<file path="src/rtl/conv_group_scheduler.sv">
`default_nettype none
// ============================================================================
// Module   : conv_group_scheduler
// Purpose  : Steps K filters through NUM_PAR engines one group at a time and
//            hands each group's results to the output buffer via ready/valid.
// Revision : 1.0 - initial release
// ============================================================================
module conv_group_scheduler #(
  parameter int K             = 6,
  parameter int NUM_PAR       = 2,
  parameter int ENGINE_CYCLES = 10,
  parameter int GROUP_W       = 8,
  parameter int CNT_W         = 16
) (
  input  logic               clk,
  input  logic               reset,
  input  logic               start,
  input  logic               abort,
  input  logic               out_ready,
  output logic               engine_rst,
  output logic               engine_en,
  output logic [GROUP_W-1:0] filter_group,
  output logic               out_valid,
  output logic [GROUP_W-1:0] out_group,
  output logic [NUM_PAR-1:0] lane_valid,
  output logic               busy,
  output logic               done
);

  localparam int                 c_NUM_GROUPS = (K + NUM_PAR - 1) / NUM_PAR;
  localparam int                 c_LAST_LANES = K - (c_NUM_GROUPS - 1) * NUM_PAR;
  localparam logic [GROUP_W-1:0] c_LAST_GROUP = GROUP_W'(c_NUM_GROUPS - 1);
  localparam logic [CNT_W-1:0]   c_CNT_LAST   = CNT_W'(ENGINE_CYCLES - 1);

  typedef enum logic [2:0] {
    S_IDLE    = 3'd0,
    S_LOAD    = 3'd1,
    S_RUN     = 3'd2,
    S_CAPTURE = 3'd3,
    S_DONE    = 3'd4
  } state_t;

  state_t             r_state;
  logic [CNT_W-1:0]   r_cnt;
  logic [GROUP_W-1:0] r_group;
  logic [NUM_PAR-1:0] r_lane_valid;
  logic               r_engine_rst;
  logic               r_engine_en;
  logic               r_out_valid;
  logic               r_busy;
  logic               r_done;

  logic [NUM_PAR-1:0] w_last_mask;
  logic [NUM_PAR-1:0] w_idle_lanes;
  logic [NUM_PAR-1:0] w_inc_lanes;
  logic [GROUP_W-1:0] w_group_inc;
  logic               w_to_idle;

  for (genvar i = 0; i < NUM_PAR; i++) begin : g_last_mask
    assign w_last_mask[i] = (i < c_LAST_LANES);
  end

  assign w_idle_lanes = (c_NUM_GROUPS == 1) ? w_last_mask : {NUM_PAR{1'b1}};
  assign w_group_inc  = r_group + GROUP_W'(1);
  assign w_inc_lanes  = (w_group_inc == c_LAST_GROUP) ? w_last_mask : {NUM_PAR{1'b1}};

  // Reset, an abort of an active pass and the DONE cycle all land in the same IDLE state.
  assign w_to_idle = reset || (abort && (r_state != S_IDLE)) || (r_state == S_DONE);

  always_ff @(posedge clk) begin
    if (w_to_idle) begin
      r_state      <= S_IDLE;
      r_cnt        <= '0;
      r_group      <= '0;
      r_lane_valid <= w_idle_lanes;
      r_engine_rst <= 1'b1;
      r_engine_en  <= 1'b0;
      r_out_valid  <= 1'b0;
      r_busy       <= 1'b0;
      r_done       <= 1'b0;
    end else begin
      case (r_state)
        S_IDLE: begin
          if (start && !abort) begin
            r_state <= S_LOAD;
            r_busy  <= 1'b1;
          end
        end
        S_LOAD: begin
          r_state      <= S_RUN;
          r_cnt        <= '0;
          r_engine_rst <= 1'b0;
          r_engine_en  <= 1'b1;
        end
        S_RUN: begin
          if (r_cnt == c_CNT_LAST) begin
            r_state     <= S_CAPTURE;
            r_cnt       <= '0;
            r_engine_en <= 1'b0;
            r_out_valid <= 1'b1;
          end else begin
            r_cnt <= r_cnt + CNT_W'(1);
          end
        end
        S_CAPTURE: begin
          // Engines stay frozen until the buffer takes this group.
          if (out_ready) begin
            r_out_valid  <= 1'b0;
            r_engine_rst <= 1'b1;
            if (r_group == c_LAST_GROUP) begin
              r_state <= S_DONE;
              r_done  <= 1'b1;
            end else begin
              r_state      <= S_LOAD;
              r_group      <= w_group_inc;
              r_lane_valid <= w_inc_lanes;
            end
          end
        end
        default: begin
          r_state <= S_IDLE;
        end
      endcase
    end
  end

  assign engine_rst   = r_engine_rst;
  assign engine_en    = r_engine_en;
  assign filter_group = r_group;
  assign out_valid    = r_out_valid;
  assign out_group    = r_group;
  assign lane_valid   = r_lane_valid;
  assign busy         = r_busy;
  assign done         = r_done;

endmodule
`default_nettype wire
</file>
<file path="config.mk">
export PLATFORM = sky130hd
export DESIGN_NAME = conv_group_scheduler
export DESIGN_NICKNAME = d
export VERILOG_FILES = /design/src/rtl/conv_group_scheduler.sv
export SDC_FILE = /design/constraint.sdc
export NUM_CORES = 1
export LEC_CHECK = 0
export BUFFER_PORTS_ARGS = -buffer_cell sky130_fd_sc_hd__buf_2
export CORE_UTILIZATION = 25
export DETAILED_ROUTE_END_ITERATION = 8
export SLEW_MARGIN = 0
export SYNTH_ARGS = -nofsm -noshare
export SYNTH_HDL_FRONTEND = slang
export SYNTH_SLANG_ARGS = --single-unit
</file>
<file path="constraint.sdc">
create_clock -name clk -period 2.5 [get_ports clk]
set_input_delay 0.25 -clock clk [delete_from_list [all_inputs] [get_ports clk]]
set_output_delay 0.25 -clock clk [all_outputs]
set_load 0.01 [all_outputs]
</file>
==> flow_metrics.env, run 1 <==
export IMPL_drt_iter0_drc=61
export IMPL_grt_ovfl_total=0
export IMPL_p_leak_uw=0.0006991
export IMPL_post_dp_hpwl_um=2646
export IMPL_ys_flop_type="dfxtp_1"
export IMPL_gp_congestion=0.8281
export IMPL_die_area_mm2=0.007315
export IMPL_antenna_found_initial=0
export IMPL_initial_utilization=0.2581
export IMPL_maxCapViolCount=0
export IMPL_start_kind="register"
export IMPL_irDropWorstVdd_mv=0.2641
export IMPL_gr_usage_met2=0.1745
export IMPL_endpoint_kind="register"
export IMPL_detail_route_vias_per_cell=4.954
export IMPL_tns_ns=0
export IMPL_timing_rr_start="r_state[1]$_SDFFE_PP0P_"
export IMPL_routed_wl_um=3698
export IMPL_portBuffers=25
export IMPL_io_pins=28
export IMPL_setup_viol=0
export IMPL_fin_crit_sh=0.7484
export IMPL_worstSetupStartpoint="r_state[1]$_SDFFE_PP0P_"
export IMPL_antenna_cells=0
export IMPL_grt_usage=0.1062
export IMPL_post_synth_cell_area_avg_um2=8.345
export IMPL_clock_path_buffers=2
export IMPL_cts_hold_buf=0
export IMPL_synthDistinctLibCells=49
export IMPL_grt_pass1_vias=1319
export IMPL_numCtsBuffers=5
export IMPL_crit_type="register to register"
export IMPL_path_clk_slew_ns=0.07
export IMPL_hold_depth=2
export IMPL_grt_pass1_wl_um=6189
export IMPL_async_flop_share=0
export IMPL_regToRegEndpoint="r_cnt[10]$_SDFFE_PP0P_"
export IMPL_ctsRootBufferMaster="clkbuf_8"
export IMPL_placedCellCount=297
export IMPL_p_per_area_mw_per_mm2=566.3
export IMPL_status="finished, violations left"
export IMPL_num_rows=30
export IMPL_whs_ns=0.1834
export IMPL_netlist_area_mm2=0.001744
export IMPL_min_period_ns=1.871
export IMPL_arrival_ns=2.09
export IMPL_drt_first_pass_iters=6
export IMPL_synth_edf_count=0
export IMPL_cts_resized=0
export IMPL_maxSlewViolCount=0
export IMPL_clk_latency_ns=0.28
export IMPL_die_x_um=85.53
export IMPL_setup_slack_ns=0.6289
export IMPL_cts_tree="built"
export IMPL_top_usage_layer="met2"
export IMPL_nets=233
export IMPL_grt_use_met3=0.03369
export IMPL_areaGrowthSynthToFinish_pct=11.98
export IMPL_ys_ff_latch=32
export IMPL_post_cts_buffers=0
export IMPL_timing_slew_headroom=0.6240
export IMPL_final_core_util=0.2891
export IMPL_core_area_mm2=0.006756
export IMPL_vias=1511
export IMPL_skew_ns=0.004864
export IMPL_syn_inst=209
export IMPL_crit_path_max_fanout=13
export IMPL_rsz0062_at_grt="false"
export IMPL_die_y_um=85.53
export IMPL_yosysWarnings=0
export IMPL_dpl_worst_slack_ns=0.6289
export IMPL_drive_gt1_frac=0.1867
export IMPL_wl_per_cell_um=12.12
export IMPL_finalHoldViolations=0
export IMPL_max_freq_mhz=534.5
export IMPL_tightestPinTransition_ns=0.5561
export IMPL_cts_sinks=32
export IMPL_postRouteAntennaNets=0
export IMPL_instances_no_fill=305
export IMPL_cp_required_ns=2.72
export IMPL_rrSetupSlack_ns=0.63
export IMPL_grt_max_degree=26
export IMPL_synth_seq_area_share=0.3673
export IMPL_rr_worst_depth=4
export IMPL_violations="DRC"
export IMPL_drcViolationCount=1
export IMPL_holdCritPathClass="input pin to register"
export IMPL_htreeDepth=2
export IMPL_crit_end="r_cnt[10]$_SDFFE_PP0P_"
export IMPL_grt_use_met1=0.1302
placed cells by master, fill, tap and decap left out, types with 6 or more instances in the layout:
cell / Yosys / final
a21oi_1: 13 / 13
a31oi_1: 7 / 7
buf_2: 3 / 25
dfxtp_1: 32 / 32
nand2_1: 21 / 21
nand3_1: 12 / 12
nor2_1: 20 / 20
o21ai_0: 6 / 6
or3_1: 7 / 7
worst max-delay path, cell delays in order, from the launching register on:
cell and delay, ns:
dfxtp_1 0.60, nor3b_4 0.42, nand2_2 0.21, or4_4 0.52, o21ai_2 0.06
layer usage:
metal / part of all wire / vias up
met5: 0 / -
met1: 0.47 / 700
met4: 0.015 / 0
met2: 0.47 / 32
met3: 0.041 / 7
li1: - / 772
synthesized netlist by cell type (all sizes together), types with 3 or more instances:
cell / instances / area share
xor2: 5 / 0.025
nor2: 20 / 0.043
clkbuf: 3 / 0.0065
nand2b: 3 / 0.011
nand4: 5 / 0.018
ha: 4 / 0.029
nand2: 22 / 0.049
inv: 5 / 0.011
a31oi: 7 / 0.025
dfxtp: 32 / 0.37
or3: 7 / 0.025
o21ai: 8 / 0.025
nand3: 13 / 0.040
xnor2: 4 / 0.020
nor4b: 3 / 0.015
nor3: 6 / 0.020
buf: 16 / 0.071
nor4: 3 / 0.011
a21oi: 13 / 0.037
and4: 3 / 0.015
registers in the layout (all words and copies together), names as in the netlist:
name	count
busy	1
engine_en	1
done	1
out_valid	1
r_state	3
r_cnt	16
engine_rst	1
filter_group	8
metrics by stage:
stage,area (um2),power (uW)
floorplan,1748,613.1
global placement,1846,633.6
detailed placement,1846,633.7
CTS,1953,1126
global route,1953,1158
finish,1953,1106
report_power, final:
group          total, uW  internal [uW]  switching (uW)  leakage [uW]
Combinational       88.6           30.3            58.3      0.000386
Clock                485            296             190     0.0000552
Sequential           532            518            13.9      0.000258
Total               1110            844             262      0.000699
area by class of cell:
class | count | area, um2
Timing Repair Buffer | 26 | 132.6
Inverter | 5 | 18.77
Sequential cell | 32 | 640.6
Multi-Input combinational cell | 154 | 953.4
Fill cell | 743 | 4803
Tap cell | 80 | 100.1
Clock inverter | 2 | 35.03
Clock buffer | 6 | 72.57
cells by family (layout without fill, tap and decap cells):
family,count (synthesis),count (layout),share of synthesized area
buffers and inverters,24,39,0.08823
other,1,2,0.002150
adders and majority gates,4,4,0.02870
xor gates and xnor gates,9,9,0.04519
and+or+nand+nor,99,99,0.3235
AOI/OAI and AO/OA,40,40,0.1449
DFF,32,32,0.3673
worst min-delay path by stage:
stage / start / end / slack (ns)
6_report: reset / busy$_SDFFE_PP0P_ / 0.18
5_1_grt: reset / busy$_SDFFE_PP0P_ / 0.18
4_1_cts: reset / busy$_SDFFE_PP0P_ / 0.17
3_5_place_dp: done$_SDFFE_PP0P_ / done$_SDFFE_PP0P_ / 0.43
3_3_place_gp: done$_SDFFE_PP0P_ / done$_SDFFE_PP0P_ / 0.43
2_1_floorplan: reset / busy$_SDFFE_PP0P_ / 0.32
(Power assumes the default switching activity.)
==> run 2: changes to the inputs <==
- clock period: 2.5 -> 1.65 ns (I/O delays scaled with it)
==> run 2 against run 1 <==
Largest cell class unchanged. Hold slack got worse by 0.087 ns. Die area unchanged. The run still ends with DRC left. Largest power group unchanged. Power increased by 46%. Combinational power increased by 130%.
==> flow_metrics.env, run 2 (synthesis gave the netlist of run 1 again) <==
export IMPL_min_period_ns=1.621
export IMPL_holdCritPathClass="input pin to register"
export IMPL_io_pins=28
export IMPL_nets=268
export IMPL_maxSlewViolCount=0
export IMPL_max_freq_mhz=617.0
export IMPL_grt_use_met1=0.1536
export IMPL_top_usage_layer="met2"
export IMPL_wl_per_cell_um=12.58
export IMPL_num_rows=30
export IMPL_p_per_area_mw_per_mm2=699.9
export IMPL_skew_ns=0.002288
export IMPL_setup_slack_ns=0.02929
export IMPL_postRouteAntennaNets=0
export IMPL_top_register="r_cnt"
export IMPL_drt_first_pass_iters=6
export IMPL_drive_gt1_frac=0.3615
export IMPL_cts_hold_buf=0
export IMPL_cts_sinks=32
export IMPL_finalHoldViolations=0
export IMPL_grt_pass1_wl_um=7162
export IMPL_irDropWorstVdd_mv=0.5049
export IMPL_critPathMaxStageDelay_ns=0.33
export IMPL_portBuffers=25
export IMPL_core_area_mm2=0.006756
export IMPL_intPower_uw=1213
export IMPL_gr_usage_met2=0.2102
export IMPL_cp_required_ns=1.81
export IMPL_detail_route_vias_per_cell=4.891
export IMPL_antenna_found_initial=0
export IMPL_maxCapViolCount=0
export IMPL_initial_utilization=0.2581
export IMPL_rsz0062_at_grt="true"
export IMPL_htreeDepth=2
export IMPL_clock_path_buffers=2
export IMPL_power_uw=1620
export IMPL_crit_type="register to register"
export IMPL_clock_power_share=0.383
export IMPL_arrival_ns=1.78
export IMPL_endpoint_kind="register"
export IMPL_slowest_stage="dfxtp_2"
export IMPL_violations="DRC"
export IMPL_grt_max_degree=17
export IMPL_die_x_um=85.53
export IMPL_setup_viol=0
export IMPL_power_frac_comb=0.124
export IMPL_die_area_mm2=0.007315
export IMPL_path_clk_slew_ns=0.06
export IMPL_largest_reg_flops=16
export IMPL_post_dp_hpwl_um=3121
export IMPL_drcViolationCount=1
export IMPL_status="finished, violations left"
export IMPL_vias=1663
export IMPL_antenna_cells=0
export IMPL_clk_latency_ns=0.28
export IMPL_grt_usage=0.1228
export IMPL_areaGrowthSynthToFinish_pct=32.71
export IMPL_final_cell_mix="32 x buf_4, 28 x dfxtp_1, 25 x buf_2, 21 x nand2_1, 17 x nor2_1"
export IMPL_p_sw_frac=0.2511
export IMPL_crit_path_max_fanout=5
export IMPL_dpl_worst_slack_ns=-0.09230
export IMPL_drt_iter0_drc=83
export IMPL_grt_ovfl_total=0
export IMPL_grt_use_met3=0.02310
export IMPL_rrSetupSlack_ns=0.03
export IMPL_worstPathCellList="inv_2 -> ha_4 -> nor4b_4 -> nand4_1 -> buf_6 -> buf_4 -> o31ai_2 -> a21oi_1"
export IMPL_ctsRootBufferMaster="clkbuf_8"
export IMPL_fin_crit_sh=0.9822
export IMPL_layout_commonest_cell="buf_4"
export IMPL_grt_pass1_vias=1570
export IMPL_die_y_um=85.53
export IMPL_power_switching_uw=406.7
export IMPL_start_kind="register"
export IMPL_cts_tree="built"
export IMPL_gp_congestion=0.8926
export IMPL_share_seq_of_total_power=0.493
export IMPL_p_leak_uw=0.0008898
export IMPL_numCtsBuffers=5
export IMPL_routed_wl_um=4278
run 2: final cells by class:
| type | instances | area (um2) |
|---|---|---|
| Tap cell | 80 | 100.1 |
| Sequential cell | 32 | 648.1 |
| Timing Repair Buffer | 60 | 407.9 |
| Clock buffer | 8 | 90.09 |
| Inverter | 5 | 18.77 |
| Multi-Input combinational cell | 155 | 1050 |
| Fill cell | 707 | 4442 |
run 2: worst paths after layout:
kind | from | endpoint | cells past startpoint
min | reset | busy$_SDFFE_PP0P_ | 2
max reg2reg | r_cnt[1]$_SDFFE_PP0P_ | engine_en$_SDFFE_PP0P_ | 8
min reg2reg | out_valid$_SDFFE_PP0P_ | out_valid$_SDFFE_PP0P_ | 2
max | r_cnt[1]$_SDFFE_PP0P_ | engine_en$_SDFFE_PP0P_ | 8
run 2: per-layer routing:
layer | vias up | routed length (um)
met5 | - | 0
met4 | 0 | 82
met3 | 9 | 142
met2 | 32 | 2092
met1 | 776 | 1961
li1 | 846 | -
run 2: per-stage QoR:
| step | util | std cells | hold WS, ns | area, um2 | TNS (ns) |
|---|---|---|---|---|---|
| 2_1_floorplan | - | 210 | 0.2374 | 1748 | 0 |
| 3_3_place_gp | 0.3065 | 327 | 0.3886 | 2071 | -0.1535 |
| 3_5_place_dp | 0.3065 | 327 | 0.3931 | 2071 | -0.8691 |
| 4_1_cts | 0.3239 | 335 | 0.09669 | 2188 | 0 |
| 5_1_grt | 0.3426 | 340 | 0.1155 | 2315 | -0.5365 |
| 6_report | 0.3426 | 340 | 0.09620 | 2315 | 0 |
run 2: critical path, delay by kind of cell, from the launching register on:
kind / cells / cell delay [ns]
and+or+nand+nor: 2 / 0.37
adders and majority gates: 1 / 0.13
AOI/OAI and AO/OA: 2 / 0.29
buffers and inverters: 3 / 0.39
DFF: 1 / 0.33
run 2: what timing repair did:
| action | 4_1_cts | 5_1_grt |
|---|---|---|
| buffers inserted | 0 | 4 |
| pin swaps | 4 | 7 |
| endpoints found under the setup margin | 18 | 21 |
| gates resized for setup | 9 | 19 |
| cloned | 0 | 1 |
run 2: power by group through the flow:
stage | logic, uW | registers (uW) | clock network, uW
global route | 220 | 800 | 681
finish | 200 | 799 | 620
detailed placement | 179 | 815 | 0
global placement | 179 | 815 | 0
floorplan | 113 | 816 | 0
CTS | 184 | 798 | 637
==> run 3: changes to the inputs <==
- CELL_PAD_IN_SITES_DETAIL_PLACEMENT: not set -> 1
- CELL_PAD_IN_SITES_GLOBAL_PLACEMENT: not set -> 1
- CORE_ASPECT_RATIO: not set -> 1.2
- PLACE_DENSITY_LB_ADDON: not set -> 0.1
==> run 3 against run 2 <==
The run now ends clean. Sequential share of layout area down 2.6 points. Global-route usage up 2.7 points. Clock-buffer cell count down 1. Worst setup slack worse by 0.018 ns. Die area about the same. Register-to-register slack worse by 0.02 ns. Critical path depth unchanged.
==> flow_metrics.env, run 3 (synthesis gave the netlist of run 1 again) <==
export IMPL_arrival_ns=1.87
export IMPL_rsz0062_at_grt="true"
export IMPL_setup_slack_ns=0.01148
export IMPL_grt_max_degree=22
export IMPL_p_sw_frac=0.2481
export IMPL_top_register="r_cnt"
export IMPL_clock_path_buffers=2
export IMPL_fin_crit_sh=0.9930
export IMPL_holdCritPathClass="input pin to register"
export IMPL_status="finished, final reports clean"
export IMPL_grt_usage=0.1500
export IMPL_portBuffers=25
export IMPL_setup_viol=0
export IMPL_drcViolationCount=0
export IMPL_final_core_util=0.3812
export IMPL_instances_no_fill=371
export IMPL_postRouteAntennaNets=0
export IMPL_maxSlewViolCount=0
export IMPL_worstSetupStartpoint="r_cnt[1]$_SDFFE_PP0P_"
export IMPL_areaGrowthSynthToFinish_pct=47.99
export IMPL_cts_hold_buf=0
export IMPL_skew_ns=0.01157
export IMPL_dpl_cell_area_mm2=0.002215
export IMPL_io_pins=28
export IMPL_maxCapViolCount=0
export IMPL_placedCellCount=352
export IMPL_num_rows=33
export IMPL_largest_reg_flops=16
export IMPL_power_switching_uw=467.7
export IMPL_core_area_mm2=0.006771
export IMPL_nets=292
export IMPL_dpl_worst_slack_ns=-0.1509
export IMPL_wl_per_cell_um=14.59
export IMPL_p_leak_uw=0.001037
export IMPL_htreeDepth=2
export IMPL_timing_rr_start="r_cnt[1]$_SDFFE_PP0P_"
export IMPL_initial_utilization=0.2576
export IMPL_finalHoldViolations=0
export IMPL_p_per_area_mw_per_mm2=730.4
export IMPL_fillers=833
export IMPL_numCtsBuffers=5
export IMPL_antenna_cells=0
export IMPL_tns_ns=0
export IMPL_die_area_mm2=0.007316
export IMPL_drive_gt1_frac=0.4577
export IMPL_share_seq_of_total_power=0.423
export IMPL_post_dp_hpwl_um=3847
export IMPL_clock_power_share=0.458
export IMPL_ctsRootBufferMaster="clkbuf_8"
export IMPL_endpoint_kind="register"
export IMPL_crit_type="register to register"
export IMPL_start_kind="register"
export IMPL_detail_route_vias_per_cell=4.809
export IMPL_clk_latency_ns=0.29
export IMPL_hold_start="reset"
export IMPL_die_x_um=78.25
export IMPL_layout_commonest_cell="buf_4"
export IMPL_cts_tree="built"
export IMPL_irDropWorstVdd_mv=0.2846
export IMPL_grt_pass1_wl_um=8383
export IMPL_drt_first_pass_iters=4
export IMPL_grt_pass1_vias=1722
export IMPL_vias=1784
export IMPL_cp_required_ns=1.89
export IMPL_critPathMaxStageDelay_ns=0.48
export IMPL_gp_congestion=0.7383
export IMPL_intPower_uw=1418
export IMPL_routed_wl_um=5412
export IMPL_final_cell_mix="57 x buf_4, 25 x buf_2, 23 x dfxtp_1, 21 x nand2_1, 17 x nor2_1"
export IMPL_design_area_mm2=0.002581
export IMPL_max_freq_mhz=610.3
export IMPL_crit_path_max_fanout=6
export IMPL_antenna_found_initial=0
export IMPL_path_clk_slew_ns=0.08
export IMPL_drt_iter0_drc=46
export IMPL_die_y_um=93.50
export IMPL_power_frac_comb=0.119
export IMPL_cts_sinks=32
export IMPL_min_period_ns=1.639
export IMPL_worstPathCellList="inv_2 -> ha_4 -> nor4b_4 -> nand4_1 -> buf_6 -> nand2_8 -> or4_4 -> o21ai_2"
export IMPL_slowest_stage="or4_4"
export IMPL_grt_ovfl_total=0
-- run 3: changes by cell type in the layout (fill, tap and decap cells not counted), sizes merged --
cell    before  now
buf         60   83
bufinv       0    1
nand2       22   23
clkbuf       8    7
-- run 3: final timing paths --
check                            to  slack, ns  cells after the start
min reg2reg       done$_SDFFE_PP0P_       0.46                      2
min               busy$_SDFFE_PP0P_       0.08                      2
max reg2reg  r_cnt[10]$_SDFFE_PP0P_       0.01                      8
max          r_cnt[10]$_SDFFE_PP0P_       0.01                      8
-- run 3: repair_timing --
| item | in CTS | in global routing |
|---|---|---|
| cloned | 0 | 2 |
| gates resized for setup | 8 | 31 |
| setup buffers | 2 | 7 |
| pin swaps | 2 | 20 |
| endpoints found under the setup margin | 18 | 26 |
-- run 3: cell type report --
class                   count  area, um2  area share
clock buffers               7      96.34     0.03732
multi-input cells         156       1109      0.4295
clock inverters             1      30.03     0.01163
repair buffers             83      564.3      0.2186
well taps                  87      108.9     0.04217
inverters                   5      18.77    0.007271
flip-flops and latches     32      654.4      0.2535
-- run 3: layer usage --
layer	routed length [um]	global-route usage	vias to the layer above
li1	-	-	891
met1	2271	0.1704	856
met2	2852	0.2763	26
met3	146	0.02634	11
met4	142	0.05556	0
met5	0	0	-
-- run 3: stage by stage --
step	hold slack, ns	total power, uW
final	0.07770	1885
after CTS	0.07729	1883
after global routing	0.08780	1972
after global placement	0.3878	1015
after detailed placement	0.3931	1015
after floorplan	0.2374	928.9
-- run 3: power by group through the flow --
stage	clock network, uW	logic [uW]	registers [uW]
after global placement	0	200	814
after floorplan	0	113	816
final	863	225	797
after global routing	922	249	800
after CTS	881	205	797
after detailed placement	0	201	814
-- run 3: critical path: cells and delay by family, from the launching register on --
kind,cells,cell delay [ns]
and+or+nand+nor,4,0.79
buffers and inverters,2,0.24
AOI/OAI and AO/OA,1,0.06
DFF,1,0.36
adders and majority gates,1,0.15
